`src/rtl/tdm_demux4.sv`:
```
// tdm_demux4 -- four-channel time-division demultiplexer.
//
// De-interleaves a serial sample stream (one channel per accepted beat,
// channel 0 flagged by sync) into four registered parallel outputs. The
// outputs only ever move together on frame completion, so consumers never
// see a mix of two frames.
//
// Ports
//   clk         system clock, rising edge
//   rst_n       asynchronous active-low reset
//   din         serial sample, belongs to channel sel when accepted
//   din_valid   sample present; accepted on a rising edge
//   sync        accepted sample is channel 0 (frame start)
//   y0..y3      registered channel outputs
//   sel         channel index the next accepted sample is stored as
//   frame_valid one-cycle pulse: y0..y3 just loaded with a full frame
//   locked      high while in RUN
//   sync_err    one-cycle pulse on a framing violation

// Per-channel output register with load enable.
module tdm_demux4_lane #(
  parameter int WIDTH = 1
) (
  input  logic             clk,
  input  logic             rst_n,
  input  logic             ld_i,
  input  logic [WIDTH-1:0] d_i,
  output logic [WIDTH-1:0] q_o
);
  always_ff @(posedge clk or negedge rst_n) begin
    if (!rst_n)    q_o <= '0;
    else if (ld_i) q_o <= d_i;
  end
endmodule

module tdm_demux4 #(
  parameter int WIDTH = 1
) (
  input  logic             clk,
  input  logic             rst_n,
  input  logic [WIDTH-1:0] din,
  input  logic             din_valid,
  input  logic             sync,
  output logic [WIDTH-1:0] y0,
  output logic [WIDTH-1:0] y1,
  output logic [WIDTH-1:0] y2,
  output logic [WIDTH-1:0] y3,
  output logic [1:0]       sel,
  output logic             frame_valid,
  output logic             locked,
  output logic             sync_err
);
  localparam int NUM_CH = 4;

  typedef enum logic {HUNT = 1'b0, RUN = 1'b1} state_e;

  state_e                  state_q, state_d;
  logic [1:0]              sel_q, sel_d;
  logic [2:0][WIDTH-1:0]   h_q, h_d;
  logic                    fv_q, fv_d;
  logic                    err_q, err_d;
  logic                    ld_y;

  // Lane inputs: channels 0..2 come from the holding registers, channel 3
  // is the sample completing the frame, taken straight from din.
  logic [NUM_CH-1:0][WIDTH-1:0] lane_d;
  logic [NUM_CH-1:0][WIDTH-1:0] lane_q;

  assign lane_d = {din, h_q[2], h_q[1], h_q[0]};

  for (genvar i = 0; i < NUM_CH; i++) begin : g_lane
    tdm_demux4_lane #(.WIDTH(WIDTH)) u_lane (
      .clk   (clk),
      .rst_n (rst_n),
      .ld_i  (ld_y),
      .d_i   (lane_d[i]),
      .q_o   (lane_q[i])
    );
  end

  always_ff @(posedge clk or negedge rst_n) begin
    if (!rst_n) begin
      state_q <= HUNT;
      sel_q   <= 2'd0;
      h_q     <= '0;
      fv_q    <= 1'b0;
      err_q   <= 1'b0;
    end else begin
      state_q <= state_d;
      sel_q   <= sel_d;
      h_q     <= h_d;
      fv_q    <= fv_d;
      err_q   <= err_d;
    end
  end

  always_comb begin
    state_d = state_q;
    sel_d   = sel_q;
    h_d     = h_q;
    fv_d    = 1'b0;
    err_d   = 1'b0;
    ld_y    = 1'b0;
    if (din_valid) begin
      if (sync) begin
        // Frame start always restarts at channel 0; if we were mid-frame
        // the partial frame is dropped and flagged.
        h_d[0]  = din;
        sel_d   = 2'd1;
        state_d = RUN;
        if (state_q == RUN && sel_q != 2'd0) err_d = 1'b1;
      end else if (state_q == RUN) begin
        case (sel_q)
          2'd0: begin
            err_d   = 1'b1;
            state_d = HUNT;
          end
          2'd1: begin
            h_d[1] = din;
            sel_d  = 2'd2;
          end
          2'd2: begin
            h_d[2] = din;
            sel_d  = 2'd3;
          end
          default: begin
            ld_y  = 1'b1;
            fv_d  = 1'b1;
            sel_d = 2'd0;
          end
        endcase
      end
      // HUNT with sync=0: sample discarded, nothing changes.
    end
  end

  assign y0          = lane_q[0];
  assign y1          = lane_q[1];
  assign y2          = lane_q[2];
  assign y3          = lane_q[3];
  assign sel         = sel_q;
  assign frame_valid = fv_q;
  assign locked      = (state_q == RUN);
  assign sync_err    = err_q;

endmodule

```
`config.mk`:
```
export PLATFORM = sky130hd
export DESIGN_NAME = tdm_demux4
export DESIGN_NICKNAME = d
export VERILOG_FILES = /design/src/rtl/tdm_demux4.sv
export SDC_FILE = /design/constraint.sdc
export NUM_CORES = 1
export LEC_CHECK = 0
export BUFFER_PORTS_ARGS = -buffer_cell sky130_fd_sc_hd__buf_2
export CORE_MARGIN = 8
export CORE_UTILIZATION = 44
export DETAILED_ROUTE_END_ITERATION = 16
export MAX_ROUTING_LAYER = met4
export PLACE_DENSITY = 0.76
export SYNTH_ARGS = -nofsm -noshare
export SYNTH_HDL_FRONTEND = slang
export SYNTH_SLANG_ARGS = --single-unit
```
`constraint.sdc`:
```
create_clock -name clk -period 1.35 [get_ports clk]
set_clock_uncertainty 0.1 [all_clocks]
set_input_delay 0.135 -clock clk [delete_from_list [all_inputs] [get_ports clk]]
set_output_delay 0.135 -clock clk [all_outputs]
set_load 0.02 [all_outputs]
```
==> results.md <==
- Status: finished with violations
- Violated checks: negative setup slack
- Buf/Inv on CP: 1
- CP max FO: 5
- Req. time, crit path: roughly 1400 ps
- Fmax: 735.8 MHz
- Adder-cell share of the synthesized area: ~8.7%
- Clock Tree Root: clkbuf_4
- R2R depth: 5
- Filler cells: 105
- Final WL: 1254 µm
- Final Cycle Share: 100.7%
- Hold_ws: 36.49 ps
- Simple-Gate Fraction of Synth Area: 13.04%
- Worst slew margin: between 80% and 90%
- Top Ports: 14
- WP depth: 5
- Share of layout cells above drive strength 1: between 60% and 70%
- Non-Filler Instances: 81
- Hold depth: 2
- Clk sinks: 12
- Final Worst Setup Slack: -9.075 ps
- DRT iter0 DRCs: 9
- Layout area overhead: 39.35%
- Min-delay worst type: input port to register
- Worst skew pair latency: 280 ps
- Syn Std Cell Area: approximately 580 µm²
- Pwr/cell area: about 2200 nW/µm²
- Total track usage: a little over a tenth
- Area leader, netlist: dfrtp_1
- DRC viols: 0
- Final core occ: 63.21%
- Core Box Area: roughly 1300 µm²
- Multiplexer area fraction after synthesis: 16.30%
- Setup TNS: -9.075 ps
- DIE HEIGHT: 52.17 µm
- Nature of the critical path startpoint: register
- Register Area: about 300 µm²
- Port bufs: 13
- Largest family of logic cells by synthesized area: multiplexers
- Met3 GRT Util: between 5 and 6%
- Syn_nets: 53
- First-pass GRT wire length: 2097 µm
- RSZ-0062 raised after global routing: true
- Final Hold Vio Count: 0
- Vias in the first global route: approximately 460
- Chip Width: 52.17 µm
- Vias per cell: around 5
- Syn Area/Cell: between 10 and 15 µm²
- Max-cap viol count: 0
- Largest net degree at the start of global routing: 13
- Area of the die: roughly 2700 µm²
- DR vias: 417
- Post-route minimum period: 1359 ps
- GRT Max-Usage Layer: met2
- Critical setup path kind: register to register
- Ys Warns: 0
- CTS Buffer Depth: 2
- Syn Inst Count: 44
- Max incr delay on CP: roughly 440 ps
- RD Place Congestion: approximately 0.69
- Layout Nets: 76
- # placed instances: 74
- Initial Utilization: a little under half
- CP max-delay cell: dfrtp_2
- Row count: 13
- DRT Pass-1 Iters: 4
- Commonest non-fill, non-tap cell in the layout: buf_2
- Setup violations, final: 1
- Compound-cell area share of the yosys netlist: 5.000%
- H-tree levels: 1
- Wire length per cell: between 15 and 20 µm
- Multi-input logic area: about 320 µm²
- ANT nets after route: 0
- Max-slew violation count: 0
- Max VDD drop: between 1 and 1.5 mV
- HPWL Detailed: 826.6 µm
- ANT cells: 0
- Crit path cell chain: inv_2 > ha_4 > nand2b_4 > nor4b_4 > a211oi_2
- CTS tree: done
- Worst setup EP type: register
- M1 GR Usage: 11.63%
- Most frequent cells in the layout: buf_2, dfrtp_1, mux2_4, buf_4, nand2_1
- #FFs+latches synth: 12
- Xor/xnor share of the synthesized area: 1.522%
- Netlist cell types: 20
- Top cell type's share of synthesized area: 52.17%
- Total gr overflow: 0
- Sequential area share after synthesis: 52.17%
- Worst-path clk slew: ~90 ps
- Top cells by area, synth: dfrtp_1, mux2_4, ha_1
- WP data arrival: about 1400 ps
- Worst-Margin Slew: 269.0 ps
- Initial antenna violation count: 0
- Static Leakage: 0.0004254 µW
- Met2 Use GR: between 10% and 20%
- Inserted Clock Buffers: 3
- CP delay by family, top: flip-flops
per-stage QoR:
| step | cell area, µm² | worst slack, ps | power (µW) |
|---|---|---|---|
| final | 802.0 | -9.075 | 1799 |
| after global routing | 802.0 | -54.33 | 1924 |
| after CTS | 762.0 | 0.9313 | 1696 |
| after detailed placement | 694.4 | 10.31 | 1348 |
| after global placement | 694.4 | 35.64 | 1322 |
| after floorplan | 595.6 | 4.675 | 1118 |
repair_timing:
| action | 4_1_cts | 5_1_grt |
|---|---|---|
| pin swaps | 0 | 1 |
| resized for setup | 2 | 6 |
| hold endpoints to repair | 12 | 0 |
| setup endpoints to repair | 1 | 3 |
| hold buffers | 1 | 0 |
| buffers inserted | 1 | 1 |
sequential cells by signal (all words and copies together), names as in the netlist:
signal and count:
frame_valid 1, g_lane.u_lane.q_o 4, h_q 3, locked 1, sel 2, sync_err 1
final cells by class:
class | count | share of cell area [%]
clock buffers | 4 | 4.524
multi-input cells | 28 | 39.47
repair buffers | 19 | 14.04
flip-flops and latches | 12 | 37.91
well taps | 15 | 2.340
inverters | 3 | 1.716
metal layers:
layer / wire length (µm) / vias to the layer above
li1: - / 193
met1: 500 / 207
met2: 619 / 14
met3: 107 / 3
met4: 27 / 0
met5: 0 / -
final timing paths:
path | from | end | slack, ps
max in group asynchronous | rst_n | sel[1] | 750
min in group asynchronous | rst_n | g_lane[3].u_lane.q_o | 160
max | sel[1] | sel[0] | -9
min | din | h_q[2] | 40
min reg2reg | g_lane[2].u_lane.q_o | g_lane[2].u_lane.q_o | 410
max reg2reg | sel[1] | sel[0] | -9
cell families after synthesis:
| logic type | after synthesis |
|---|---|
| adders and majority gates | 4 |
| DFF | 12 |
| xor gates and xnor gates | 1 |
| and+or+nand+nor | 12 |
| muxes | 7 |
| buffers and inverters | 4 |
| AOI/OAI and AO/OA | 4 |
report_power, final:
| part | total (µW) | internal [µW] | switching (µW) | leakage [µW] |
|---|---|---|---|---|
| Clock | 297 | 164 | 133 | 0.0000210 |
| Combinational | 883 | 432 | 451 | 0.000259 |
| Sequential | 619 | 510 | 109 | 0.000146 |
| Total | 1800 | 1110 | 692 | 0.000425 |
Yosys cell counts:
| library cell | count |
|---|---|
| nor4b_1 | 1 |
| a21oi_1 | 1 |
| buf_4 | 1 |
| and3b_2 | 1 |
| a22o_2 | 1 |
| xor2_1 | 1 |
| ha_1 | 4 |
| a211oi_1 | 1 |
| nor2_1 | 2 |
| o22ai_1 | 1 |
| nand2_4 | 1 |
| inv_1 | 3 |
| nand2b_1 | 1 |
| mux2_4 | 4 |
| mux2_1 | 2 |
| and3_1 | 1 |
| and4b_1 | 1 |
| mux2_2 | 1 |
| dfrtp_1 | 12 |
| nand2_1 | 4 |
worst register-to-register path, delay by kind of cell, from the launching register on:
| kind | cells | cell delay (ps) |
|---|---|---|
| flip-flops | 1 | 440 |
| AND/OR/NAND/NOR | 2 | 390 |
| adder cells (fa/ha/maj) | 1 | 170 |
| buffers and inverters | 1 | 80 |
| AO/OA/AOI/OAI | 1 | 60 |
No activity file was read; power rests on OpenSTA's default activity.
